===== src/rtl/main_fsm_pkg.sv =====
// Shared encodings for the multicycle RV32I control path: states, opcodes and ALUOp codes.
package main_fsm_pkg;

  localparam int unsigned STATE_W = 4;
  localparam int unsigned OP_W    = 7;
  localparam int unsigned SEL_W   = 2;

  typedef enum logic [STATE_W-1:0] {
    S_FETCH    = 4'd0,
    S_DECODE   = 4'd1,
    S_MEMADR   = 4'd2,
    S_MEMREAD  = 4'd3,
    S_MEMWB    = 4'd4,
    S_MEMWRITE = 4'd5,
    S_EXECUTER = 4'd6,
    S_ALUWB    = 4'd7,
    S_EXECUTEI = 4'd8,
    S_JAL      = 4'd9,
    S_BEQ      = 4'd10
  } state_t;

  localparam logic [OP_W-1:0] OP_LW    = 7'b0000011;
  localparam logic [OP_W-1:0] OP_SW    = 7'b0100011;
  localparam logic [OP_W-1:0] OP_RTYPE = 7'b0110011;
  localparam logic [OP_W-1:0] OP_ITYPE = 7'b0010011;
  localparam logic [OP_W-1:0] OP_JAL   = 7'b1101111;
  localparam logic [OP_W-1:0] OP_BEQ   = 7'b1100011;

  localparam logic [SEL_W-1:0] ALUOP_ADD   = 2'b00;
  localparam logic [SEL_W-1:0] ALUOP_SUB   = 2'b01;
  localparam logic [SEL_W-1:0] ALUOP_FUNCT = 2'b10;

endpackage


===== src/rtl/main_fsm_if.sv =====
// Control bundle between the main FSM (master) and the multicycle datapath (slave).
interface main_fsm_if;
  import main_fsm_pkg::*;

  logic [OP_W-1:0]    op;
  logic               Zero;
  logic [SEL_W-1:0]   ALUOp;
  logic [SEL_W-1:0]   ALUSrcA;
  logic [SEL_W-1:0]   ALUSrcB;
  logic [SEL_W-1:0]   ResultSrc;
  logic               AdrSrc;
  logic               IRWrite;
  logic               RegWrite;
  logic               MemWrite;
  logic               PCWrite;
  logic [STATE_W-1:0] state;

  modport master (
    input  op, Zero,
    output ALUOp, ALUSrcA, ALUSrcB, ResultSrc, AdrSrc,
           IRWrite, RegWrite, MemWrite, PCWrite, state
  );

  modport slave (
    output op, Zero,
    input  ALUOp, ALUSrcA, ALUSrcB, ResultSrc, AdrSrc,
           IRWrite, RegWrite, MemWrite, PCWrite, state
  );
endinterface


===== src/rtl/fsm_output_decoder.sv =====
// Moore output decode for the main FSM; only PCWrite also looks at Zero.
// Reset masks the write enables combinationally, selects stay state-decoded.
module fsm_output_decoder
  import main_fsm_pkg::*;
(
  input  logic [STATE_W-1:0] state,
  input  logic               Zero,
  input  logic               reset,
  output logic [SEL_W-1:0]   ALUOp,
  output logic [SEL_W-1:0]   ALUSrcA,
  output logic [SEL_W-1:0]   ALUSrcB,
  output logic [SEL_W-1:0]   ResultSrc,
  output logic               AdrSrc,
  output logic               IRWrite,
  output logic               RegWrite,
  output logic               MemWrite,
  output logic               PCWrite
);

  logic ir_write;
  logic reg_write;
  logic mem_write;
  logic pc_update;
  logic branch;

  always_comb begin
    ALUOp     = ALUOP_ADD;
    ALUSrcA   = 2'b00;
    ALUSrcB   = 2'b00;
    ResultSrc = 2'b00;
    AdrSrc    = 1'b0;
    ir_write  = 1'b0;
    reg_write = 1'b0;
    mem_write = 1'b0;
    pc_update = 1'b0;
    branch    = 1'b0;
    case (state)
      S_DECODE: begin
        ALUSrcA = 2'b01;
        ALUSrcB = 2'b01;
      end
      S_MEMADR: begin
        ALUSrcA = 2'b10;
        ALUSrcB = 2'b01;
      end
      S_MEMREAD: AdrSrc = 1'b1;
      S_MEMWB: begin
        ResultSrc = 2'b01;
        reg_write = 1'b1;
      end
      S_MEMWRITE: begin
        AdrSrc    = 1'b1;
        mem_write = 1'b1;
      end
      S_EXECUTER: begin
        ALUSrcA = 2'b10;
        ALUOp   = ALUOP_FUNCT;
      end
      S_EXECUTEI: begin
        ALUSrcA = 2'b10;
        ALUSrcB = 2'b01;
        ALUOp   = ALUOP_FUNCT;
      end
      S_ALUWB: reg_write = 1'b1;
      S_JAL: begin
        ALUSrcA   = 2'b01;
        ALUSrcB   = 2'b10;
        pc_update = 1'b1;
      end
      S_BEQ: begin
        ALUSrcA = 2'b10;
        ALUOp   = ALUOP_SUB;
        branch  = 1'b1;
      end
      // FETCH and the unused codes 11..15 share the fetch decode
      default: begin
        ALUSrcB   = 2'b10;
        ResultSrc = 2'b10;
        ir_write  = 1'b1;
        pc_update = 1'b1;
      end
    endcase
  end

  assign IRWrite  = ir_write  & ~reset;
  assign RegWrite = reg_write & ~reset;
  assign MemWrite = mem_write & ~reset;
  assign PCWrite  = (pc_update | (branch & Zero)) & ~reset;

endmodule


===== src/rtl/main_fsm.sv =====
// Main control FSM for the multicycle RV32I datapath: state register and next-state logic.
module main_fsm
  import main_fsm_pkg::*;
(
  input  logic       clk,
  input  logic       reset,
  main_fsm_if.master bus
);

  state_t state_q;

  always_ff @(posedge clk) begin
    if (reset) begin
      state_q <= S_FETCH;
    end else begin
      case (state_q)
        S_FETCH: state_q <= S_DECODE;
        S_DECODE: begin
          case (bus.op)
            OP_LW, OP_SW: state_q <= S_MEMADR;
            OP_RTYPE:     state_q <= S_EXECUTER;
            OP_ITYPE:     state_q <= S_EXECUTEI;
            OP_JAL:       state_q <= S_JAL;
            OP_BEQ:       state_q <= S_BEQ;
            default:      state_q <= S_FETCH;
          endcase
        end
        S_MEMADR: begin
          if (bus.op == OP_LW)      state_q <= S_MEMREAD;
          else if (bus.op == OP_SW) state_q <= S_MEMWRITE;
          else                      state_q <= S_FETCH;
        end
        S_MEMREAD:  state_q <= S_MEMWB;
        S_EXECUTER: state_q <= S_ALUWB;
        S_EXECUTEI: state_q <= S_ALUWB;
        S_JAL:      state_q <= S_ALUWB;
        default:    state_q <= S_FETCH;
      endcase
    end
  end

  assign bus.state = STATE_W'(state_q);

  fsm_output_decoder u_dec (
    .state     (STATE_W'(state_q)),
    .Zero      (bus.Zero),
    .reset     (reset),
    .ALUOp     (bus.ALUOp),
    .ALUSrcA   (bus.ALUSrcA),
    .ALUSrcB   (bus.ALUSrcB),
    .ResultSrc (bus.ResultSrc),
    .AdrSrc    (bus.AdrSrc),
    .IRWrite   (bus.IRWrite),
    .RegWrite  (bus.RegWrite),
    .MemWrite  (bus.MemWrite),
    .PCWrite   (bus.PCWrite)
  );

endmodule


===== src/flat_wrapper.sv =====
// flat-port wrapper written by rule: the top's interface ports become plain ports
module main_fsm_flat import main_fsm_pkg::*;
  (clk, reset, bus_op, bus_Zero, bus_ALUOp, bus_ALUSrcA, bus_ALUSrcB, bus_ResultSrc, bus_AdrSrc, bus_IRWrite, bus_RegWrite, bus_MemWrite, bus_PCWrite, bus_state);
  main_fsm_if bus_i ();
  input  logic clk;
  input  logic reset;
  input wire logic [$bits(bus_i.op)-1:0] bus_op;
  input wire logic [$bits(bus_i.Zero)-1:0] bus_Zero;
  output wire logic [$bits(bus_i.ALUOp)-1:0] bus_ALUOp;
  output wire logic [$bits(bus_i.ALUSrcA)-1:0] bus_ALUSrcA;
  output wire logic [$bits(bus_i.ALUSrcB)-1:0] bus_ALUSrcB;
  output wire logic [$bits(bus_i.ResultSrc)-1:0] bus_ResultSrc;
  output wire logic [$bits(bus_i.AdrSrc)-1:0] bus_AdrSrc;
  output wire logic [$bits(bus_i.IRWrite)-1:0] bus_IRWrite;
  output wire logic [$bits(bus_i.RegWrite)-1:0] bus_RegWrite;
  output wire logic [$bits(bus_i.MemWrite)-1:0] bus_MemWrite;
  output wire logic [$bits(bus_i.PCWrite)-1:0] bus_PCWrite;
  output wire logic [$bits(bus_i.state)-1:0] bus_state;
  assign bus_i.op = bus_op;
  assign bus_i.Zero = bus_Zero;
  assign bus_ALUOp = bus_i.ALUOp;
  assign bus_ALUSrcA = bus_i.ALUSrcA;
  assign bus_ALUSrcB = bus_i.ALUSrcB;
  assign bus_ResultSrc = bus_i.ResultSrc;
  assign bus_AdrSrc = bus_i.AdrSrc;
  assign bus_IRWrite = bus_i.IRWrite;
  assign bus_RegWrite = bus_i.RegWrite;
  assign bus_MemWrite = bus_i.MemWrite;
  assign bus_PCWrite = bus_i.PCWrite;
  assign bus_state = bus_i.state;
  main_fsm u_core (.clk(clk), .reset(reset), .bus(bus_i));
endmodule

===== config.mk =====
export PLATFORM = sky130hd
export DESIGN_NAME = main_fsm_flat
export DESIGN_NICKNAME = d
export VERILOG_FILES = /design/src/rtl/main_fsm_pkg.sv /design/src/rtl/main_fsm_if.sv /design/src/rtl/fsm_output_decoder.sv /design/src/rtl/main_fsm.sv /design/src/flat_wrapper.sv
export SDC_FILE = /design/constraint.sdc
export NUM_CORES = 1
export LEC_CHECK = 0
export CAP_MARGIN = 20
export CORE_AREA = 2 2 39 41
export DETAILED_ROUTE_END_ITERATION = 10
export DIE_AREA = 0 0 41 43
export GPL_TIMING_DRIVEN = 0
export MAX_ROUTING_LAYER = met4
export PLACE_DENSITY_LB_ADDON = 0.08
export SLEW_MARGIN = 0
export SYNTH_ARGS = -nofsm -noshare
export SYNTH_HDL_FRONTEND = slang
export SYNTH_SLANG_ARGS = --single-unit
export TNS_END_PERCENT = 1

===== constraint.sdc =====
create_clock -name clk -period 1.3 [get_ports clk]
set_input_delay 0.195 -clock clk [delete_from_list [all_inputs] [get_ports clk]]
set_output_delay 0.195 -clock clk [all_outputs]
set_load 0.05 [all_outputs]

# After elaboration in Yosys (flattened, before gate mapping)
# Cells that the tools add are included.
# totals
register_bits	4
elab_cells	51
# op_classes
n_eq_ne	16
n_mux	14
bitwise_logic	7
reduce_logical	13
# op_table
op	count
$pmux W4 S5	2
$reduce_or A9 Y1	2
$eq A4 B3 Y1 const B	4
$pmux W2 S2	4
$eq A7 B6 Y1 const B	2
$eq A7 B7 Y1 const B	2
$eq A4 B4 Y1 const B	3
$reduce_or A10 Y1	1
$reduce_or A2 Y1	5
$eq A4 B2 Y1 const B	2
$eq A7 B2 Y1 const B	1
$eq A7 B5 Y1 const B	1
$mux W1	6
$reduce_or A3 Y1	2
$reduce_or A6 Y1	1
$and A1 B1 Y1	5
$eq A4 B1 Y1 const B	1
$logic_not A4 Y1	1
$mux W4	1
$reduce_or A4 Y1	1
$mux W3	1
$not A1 Y1	1
$or A1 B1 Y1	1

# Longest topological paths before layout
# Gate-level depths: netlist (run 1).
# logic_depth
word_depth	5
ltp_mapped	5

# By module
# A second synthesis (run 1) with hierarchy kept.
# unflattened
cells_unflattened	73
area_unflattened_um2	504.2
# modules_own_cells
module	n_inst	cells_each	area_each_um2	seq_area_each_um2
main_fsm	1	39	300.3	80.1
fsm_output_decoder	1	34	203.9	0.0

# Worst setup path before layout (run 1)
# Ideal clock, no wire load.
# synth_timing
kind	flip-flop to output port
from	reg u_core.state_q[1], in the netlist u_core.bus.state[1]
to	out bus_PCWrite
arrival_ns	3.063
required_ns	1.105
slack_ns	-1.958
path_stages_with_launch	5
n_path_buf	0
cell_sequence	dfxtp_1 -> nand2b_1 -> nor3_1 -> nand2_1 -> a31oi_1
# synth_via
elab_chain_cells	5
elab_cells_between_ends	15
cone_classes	eq/ne: 9; mux: 2; bitwise: 3; reduce/logical: 1
# synth_lines
item	line_no	source
start, declared	main_fsm.sv:10	state_t state_q;
start signal, assigned	main_fsm.sv:14	state_q <= S_FETCH;
start signal, assigned	main_fsm.sv:17	S_FETCH: state_q <= S_DECODE;
start signal, assigned	main_fsm.sv:20	OP_LW, OP_SW: state_q <= S_MEMADR;
$eq A4 B4 Y1 (tied with other cells)	fsm_output_decoder.sv:37	case (state)
$reduce_or A9 Y1 (no line) / $mux W1 (equally long branches)	--	
$mux W1 / $and A1 B1 Y1 (equally long branches)	fsm_output_decoder.sv:37, fsm_output_decoder.sv:88	
$or A1 B1 Y1 (*)	fsm_output_decoder.sv:88	assign PCWrite = (pc_update | (branch & Zero)) & ~reset;
$and A1 B1 Y1 (*)	fsm_output_decoder.sv:88	
end, declared	flat_wrapper.sv:17	output wire logic [$bits(bus_i.PCWrite)-1:0] bus_PCWrite;
# Every way passes the cells marked *; elsewhere a longest branch is shown, timed or not.

# Final worst setup path (run 1)
# layout_timing
from	reg u_core.state_q[0], in the netlist u_core.bus.state[0]
to	out bus_PCWrite
# Same word-level chain as after synthesis.

==> results.toml, run 1 <==
[logic_synthesis]
synthCells = 72
synth.area.top_cells = "dfxtp_1, nand2_1, nor3_1"
synth.distinct_cells = 30
syn_avg_cell_area_sq_um = 6.40
synth-seq-cells = 4
yosysWarnings = 0
yosysTopAreaCell = "dfxtp_1"
syn-cell-area_sq_um = 460
syn-num-nets = 82
synth_top_area_share_pct = 17.4
ys_seq_area_share_pct = 17.4

[sta]
drv_slew = 0
fmax_mhz = 645
finalCriticalPeriod_ns = 1.55
period_share_pct = 119
worst_slew_pin_slew_ns = 0.505
rsz0062_at_grt = "yes"
fin_skew_ns = 0.00218
hold_violations = 0
timing.final.ws_setup_ns = -0.250
slew_headroom_pct = 66.3
finalSetupViolCount = 13

[clock_tree]
cts.sink_count = 4
tritoncts = "yes"
cts_hold_buf = 0
h-tree-depth = 1
clk_path_buf_depth = 2
clkTransAtPathRegs_ns = 0.04
clk_latency_ns = 0.24
cts_buffers = 3
cts_root_buf = "clkbuf_4"

[floorplanning]
start_util_pct = 33.3
fp-row-count = 14
io_pins = 27
core_sq_um = 1380
fp.dieW_microns = 41
die_y_microns = 43
dieArea_sq_um = 1760

[finish]
layout-drive-gt1-share_pct = 55.7
area_growth_pct = 127
largest_reg_flops = 4
fillers = 104
mostFrequentLayoutCell = "buf_6"
nets = 118
final_cell_mix = "buf_6, nand2_1, dlygate4sd2_1"
antenna_cells = 0

[critical_path]
crit_family = "flip-flops"
reg2reg_slack_ns = 0.07
cp_slowest_cell = "dfxtp_4"
crit_fanout = 10
required_ns = 1.11
cp_cell_sequence = "buf_8, nor2_4, nand2_4, a31oi_4, buf_6"
slowest_delay_ns = 0.36
crit_path_start_kind = "flop"
arrival_ns = 1.36
criticalPathCategory = "reg2out"
cp.buffers_inverters = 2
end_kind = "output pin"

[route]
via_count = 674
drc = 0
routedWlPerCell_microns = 12.7
drt_iter0_drc = 11
drt_wl_total_microns = 1550
vias_per_cell = 5.52
antenna_left = 0
drt-pass1-iter-count = 4

[pwr]
power_w = 0.000542
power_density_nw_per_um2 = 518
peakVddDrop_v = 0.000674
leakagePower_nw = 0.415

[grt]
grt_start_max_net_pins = 11
grt_antenna_before_repair = 0
grt_pass1_vias = 504
grt_overflow = 0
grt_usage_pct = 18.3
grt_pass1_wl_microns = 2200

[placement]
routabilityCongestion = 0.906
hpwlAfterDp_microns = 1040
dp_slack_ns = -0.984
io_buffers = 26

[flow_run]
maxCapViolCount = 0

[outcome]
violations = "setup timing"
outcome = "complete, but fails checks"

[min_path]
hold_path_class = "in2reg"
[cells by family (layout without fill, tap and decap cells)]
logic type | count (synthesis) | count (layout) | synth area share, %
AOI/OAI and AO/OA | 16 | 16 | 20.9
xor gates and xnor gates | 4 | 4 | 7.61
and+or+nand+nor | 39 | 39 | 44.6
buffers and inverters | 8 | 42 | 7.06
adders and majority gates | 1 | 1 | 2.45
DFF | 4 | 4 | 17.4
[synthesized netlist by cell type, drive strengths merged]
library cell	n
nand2b	1
nor2	8
maj3	1
inv	4
buf	2
clkbuf	2
a32o	1
and3	2
nand3	2
xnor2	1
nand4	1
nand4bb	1
nand2	10
xor2	3
and2	1
nand3b	1
or3	2
o21a	1
o21ai	3
a31oi	3
a21oi	6
nor4	2
nor3	7
o211ai	1
nor4b	1
dfxtp	4
a211oi	1
[report_power, final]
group / leakage [nW] / total, W / switching, W / internal, W
Sequential: 0.0355 / 0.000128 / 0.00000695 / 0.000121
Clock: 0.0138 / 0.000163 / 0.0000593 / 0.000104
Combinational: 0.366 / 0.000251 / 0.000150 / 0.000101
Total: 0.415 / 0.000542 / 0.000216 / 0.000326
[routing by layer]
| layer | global-route usage [%] | share of wire [%] | wire [microns] |
|---|---|---|---|
| met1 | 23.7 | 41 | 637 |
| met5 | - | 0 | 0 |
| met2 | 26.9 | 48 | 753 |
| met3 | 6.81 | 6.6 | 103 |
| met4 | 3.33 | 3.7 | 57 |
[cell type report]
type,instances,area (sq um),area share [%]
clock buffers,3,22.5,2.15
inverters,4,18.8,1.79
repair buffers,31,304,29.1
well taps,16,20.0,1.91
multi-input cells,60,510,48.8
plain buffers,4,75.1,7.18
flip-flops and latches,4,95.1,9.09
[worst paths after layout]
kind / depth (start not counted) / startpoint / to
setup / recovery: 5 / u_core.bus.state[0] / bus_PCWrite
hold / removal: 3 / bus_op[5] / u_core.bus.state[2]
setup reg to reg: 5 / u_core.bus.state[0] / u_core.bus.state[2]
hold reg to reg: 2 / u_core.bus.state[3] / u_core.bus.state[3]
[timing repair]
item	4_1_cts	5_1_grt
pin swaps	3	6
buffers inserted	1	4
hold endpoints to repair	0	0
endpoints found under the setup margin	20	17
gates resized for setup	131	11
[worst min-delay path, stage by stage]
cell and delay [ns]:
dlygate4sd2_1 0.27, o211ai_1 0.09, a31oi_1 0.09
[per-stage QoR]
stage	area, sq um	TNS, ns	utilization, %	std cells	hold WS (ns)
final	1050	-2.05	75.6	122	0.444
after global routing	1050	-2.72	75.6	122	0.467
after CTS	987	-2.11	71.3	118	0.444
after detailed placement	852	-11.30	61.6	114	0.544
after global placement	852	-11.20	61.6	114	0.543
after floorplan	572	-3.95	-	72	0.264
(Power assumes the default switching activity.)
==> run 2, diff against run 1 <==
--- a/config.mk
+++ b/config.mk
@@ -12,6 +12,7 @@
 export GPL_TIMING_DRIVEN = 0
 export MAX_ROUTING_LAYER = met4
 export PLACE_DENSITY_LB_ADDON = 0.08
+export SKIP_LAST_GASP = 1
 export SLEW_MARGIN = 0
 export SYNTH_ARGS = -nofsm -noshare
 export SYNTH_HDL_FRONTEND = slang
==> results.toml, run 2 (synthesis results as in run 1) <==
[finish]
area_growth_pct = 102
largest_reg_flops = 4
final_util_pct = 67.4
mostFrequentLayoutCell = "clkdlybuf4s50_1"
nets = 116
layout-drive-gt1-share_pct = 45.2
antenna_cells = 0
final_cell_mix = "clkdlybuf4s50_1, nand2_1, buf_2, buf_4, dlygate4sd2_1"

[critical_path]
required_ns = 1.11
arrival_ns = 1.34
crit_path_start_kind = "flop"
end_kind = "output pin"
reg2reg_depth = 4
crit_fanout = 10
criticalPathCategory = "reg2out"

[pwr]
pwr-share-seq_pct = 24.7
leakagePower_nw = 0.369
peakVddDrop_v = 0.000650
intPower_w = 0.000310
clkPwrFrac_pct = 31.5
p_sw_w = 0.000203
power_density_nw_per_um2 = 550
switching_share_pct = 39.7
p_comb_share_pct = 43.8

[outcome]
outcome = "complete, but fails checks"
violations = "setup timing"

[sta]
hold-worst-slack_ns = 0.555
fmax_mhz = 650
worst_slew_pin_slew_ns = 0.486
rsz0062_at_grt = "yes"
period_share_pct = 118
hold_violations = 0
timing.final.ws_setup_ns = -0.239
finalSetupViolCount = 19
fin_skew_ns = 0.00232
drv_slew = 0
slew_headroom_pct = 67.6
finalCriticalPeriod_ns = 1.54

[clock_tree]
tritoncts = "yes"
cts_root_buf = "clkbuf_4"
cts_hold_buf = 0
cts.sink_count = 4
clkTransAtPathRegs_ns = 0.04
clk_path_buf_depth = 2
cts_buffers = 3
h-tree-depth = 1
clk_latency_ns = 0.24

[grt]
grt_pass1_vias = 507
grt_antenna_before_repair = 0
grt_usage_pct = 18.2
grt_start_max_net_pins = 11
grt_pass1_wl_microns = 2190
grt_overflow = 0

[placement]
io_buffers = 26
dp_slack_ns = -0.984
hpwlAfterDp_microns = 1040
routabilityCongestion = 0.906

[min_path]
hold_depth = 2
hold_path_class = "reg2reg"

[route]
drc = 0
vias_per_cell = 5.21
routedWlPerCell_microns = 11.9
antenna_left = 0
drt_iter0_drc = 9
via_count = 625
drt_wl_total_microns = 1420
drt-pass1-iter-count = 4

[floorplanning]
start_util_pct = 33.3
fp-row-count = 14
core_sq_um = 1380
fp.dieW_microns = 41
dieArea_sq_um = 1760
io_pins = 27
die_y_microns = 43

[flow_run]
maxCapViolCount = 0
run 2: repair_timing:
action | in CTS | in global routing
resized for setup | 100 | 1
endpoints found under the hold margin | 0 | 0
buffers inserted | 1 | 2
gates cloned | 0 | 0
setup endpoints to repair | 20 | 20
run 2: per-layer routing:
metal | routed length, microns | part of all wire, % | track usage (%) | vias to the layer above
met5 | 0 | 0 | - | -
met4 | 0 | 0 | 3.33 | 0
met3 | 78 | 5.5 | 6.81 | 0
met2 | 743 | 52 | 27.2 | 23
met1 | 601 | 42 | 23.1 | 276
li1 | - | - | - | 326
run 2: worst max-delay path, stage by stage (launching register included):
cell     delay [ns]
dfxtp_4        0.36
buf_6          0.15
nor2_4         0.14
nand2_4        0.08
a31oi_4        0.19
buf_6          0.17
run 2: final timing paths:
kind / from / to / slack (ns)
worst min register to register: u_core.bus.state[0] / u_core.bus.state[3] / 0.55
worst max-delay path: u_core.bus.state[0] / bus_PCWrite / -0.24
worst max register to register: u_core.bus.state[1] / u_core.bus.state[1] / -0.06
worst min-delay path: u_core.bus.state[0] / u_core.bus.state[3] / 0.55
run 2: per-stage QoR:
| stage | power (W) | cells | TNS, ns | instance area (sq um) |
|---|---|---|---|---|
| 6_report | 0.000513 | 120 | -3.05 | 932 |
| 5_1_grt | 0.000539 | 120 | -4.29 | 932 |
| 4_1_cts | 0.000518 | 118 | -3.19 | 917 |
| 3_5_place_dp | 0.000352 | 114 | -11.30 | 852 |
| 3_3_place_gp | 0.000351 | 114 | -11.20 | 852 |
| 2_1_floorplan | 0.000265 | 72 | -3.95 | 572 |
run 2: cell type report:
class,count,area (sq um)
Buffer,4,53.8
Clock buffer,3,22.5
Fill cell,132,452
Inverter,4,18.8
Multi-Input combinational cell,60,469
Sequential cell,4,95.1
Tap cell,16,20.0
Timing Repair Buffer,29,253
run 2: power groups by stage:
stage	clock network (W)	logic, W	registers [W]
5_1_grt	0.000175	0.000238	0.000127
6_report	0.000161	0.000225	0.000127
3_5_place_dp	0	0.000223	0.000128
2_1_floorplan	0	0.000127	0.000138
3_3_place_gp	0	0.000223	0.000128
4_1_cts	0.000166	0.000225	0.000127
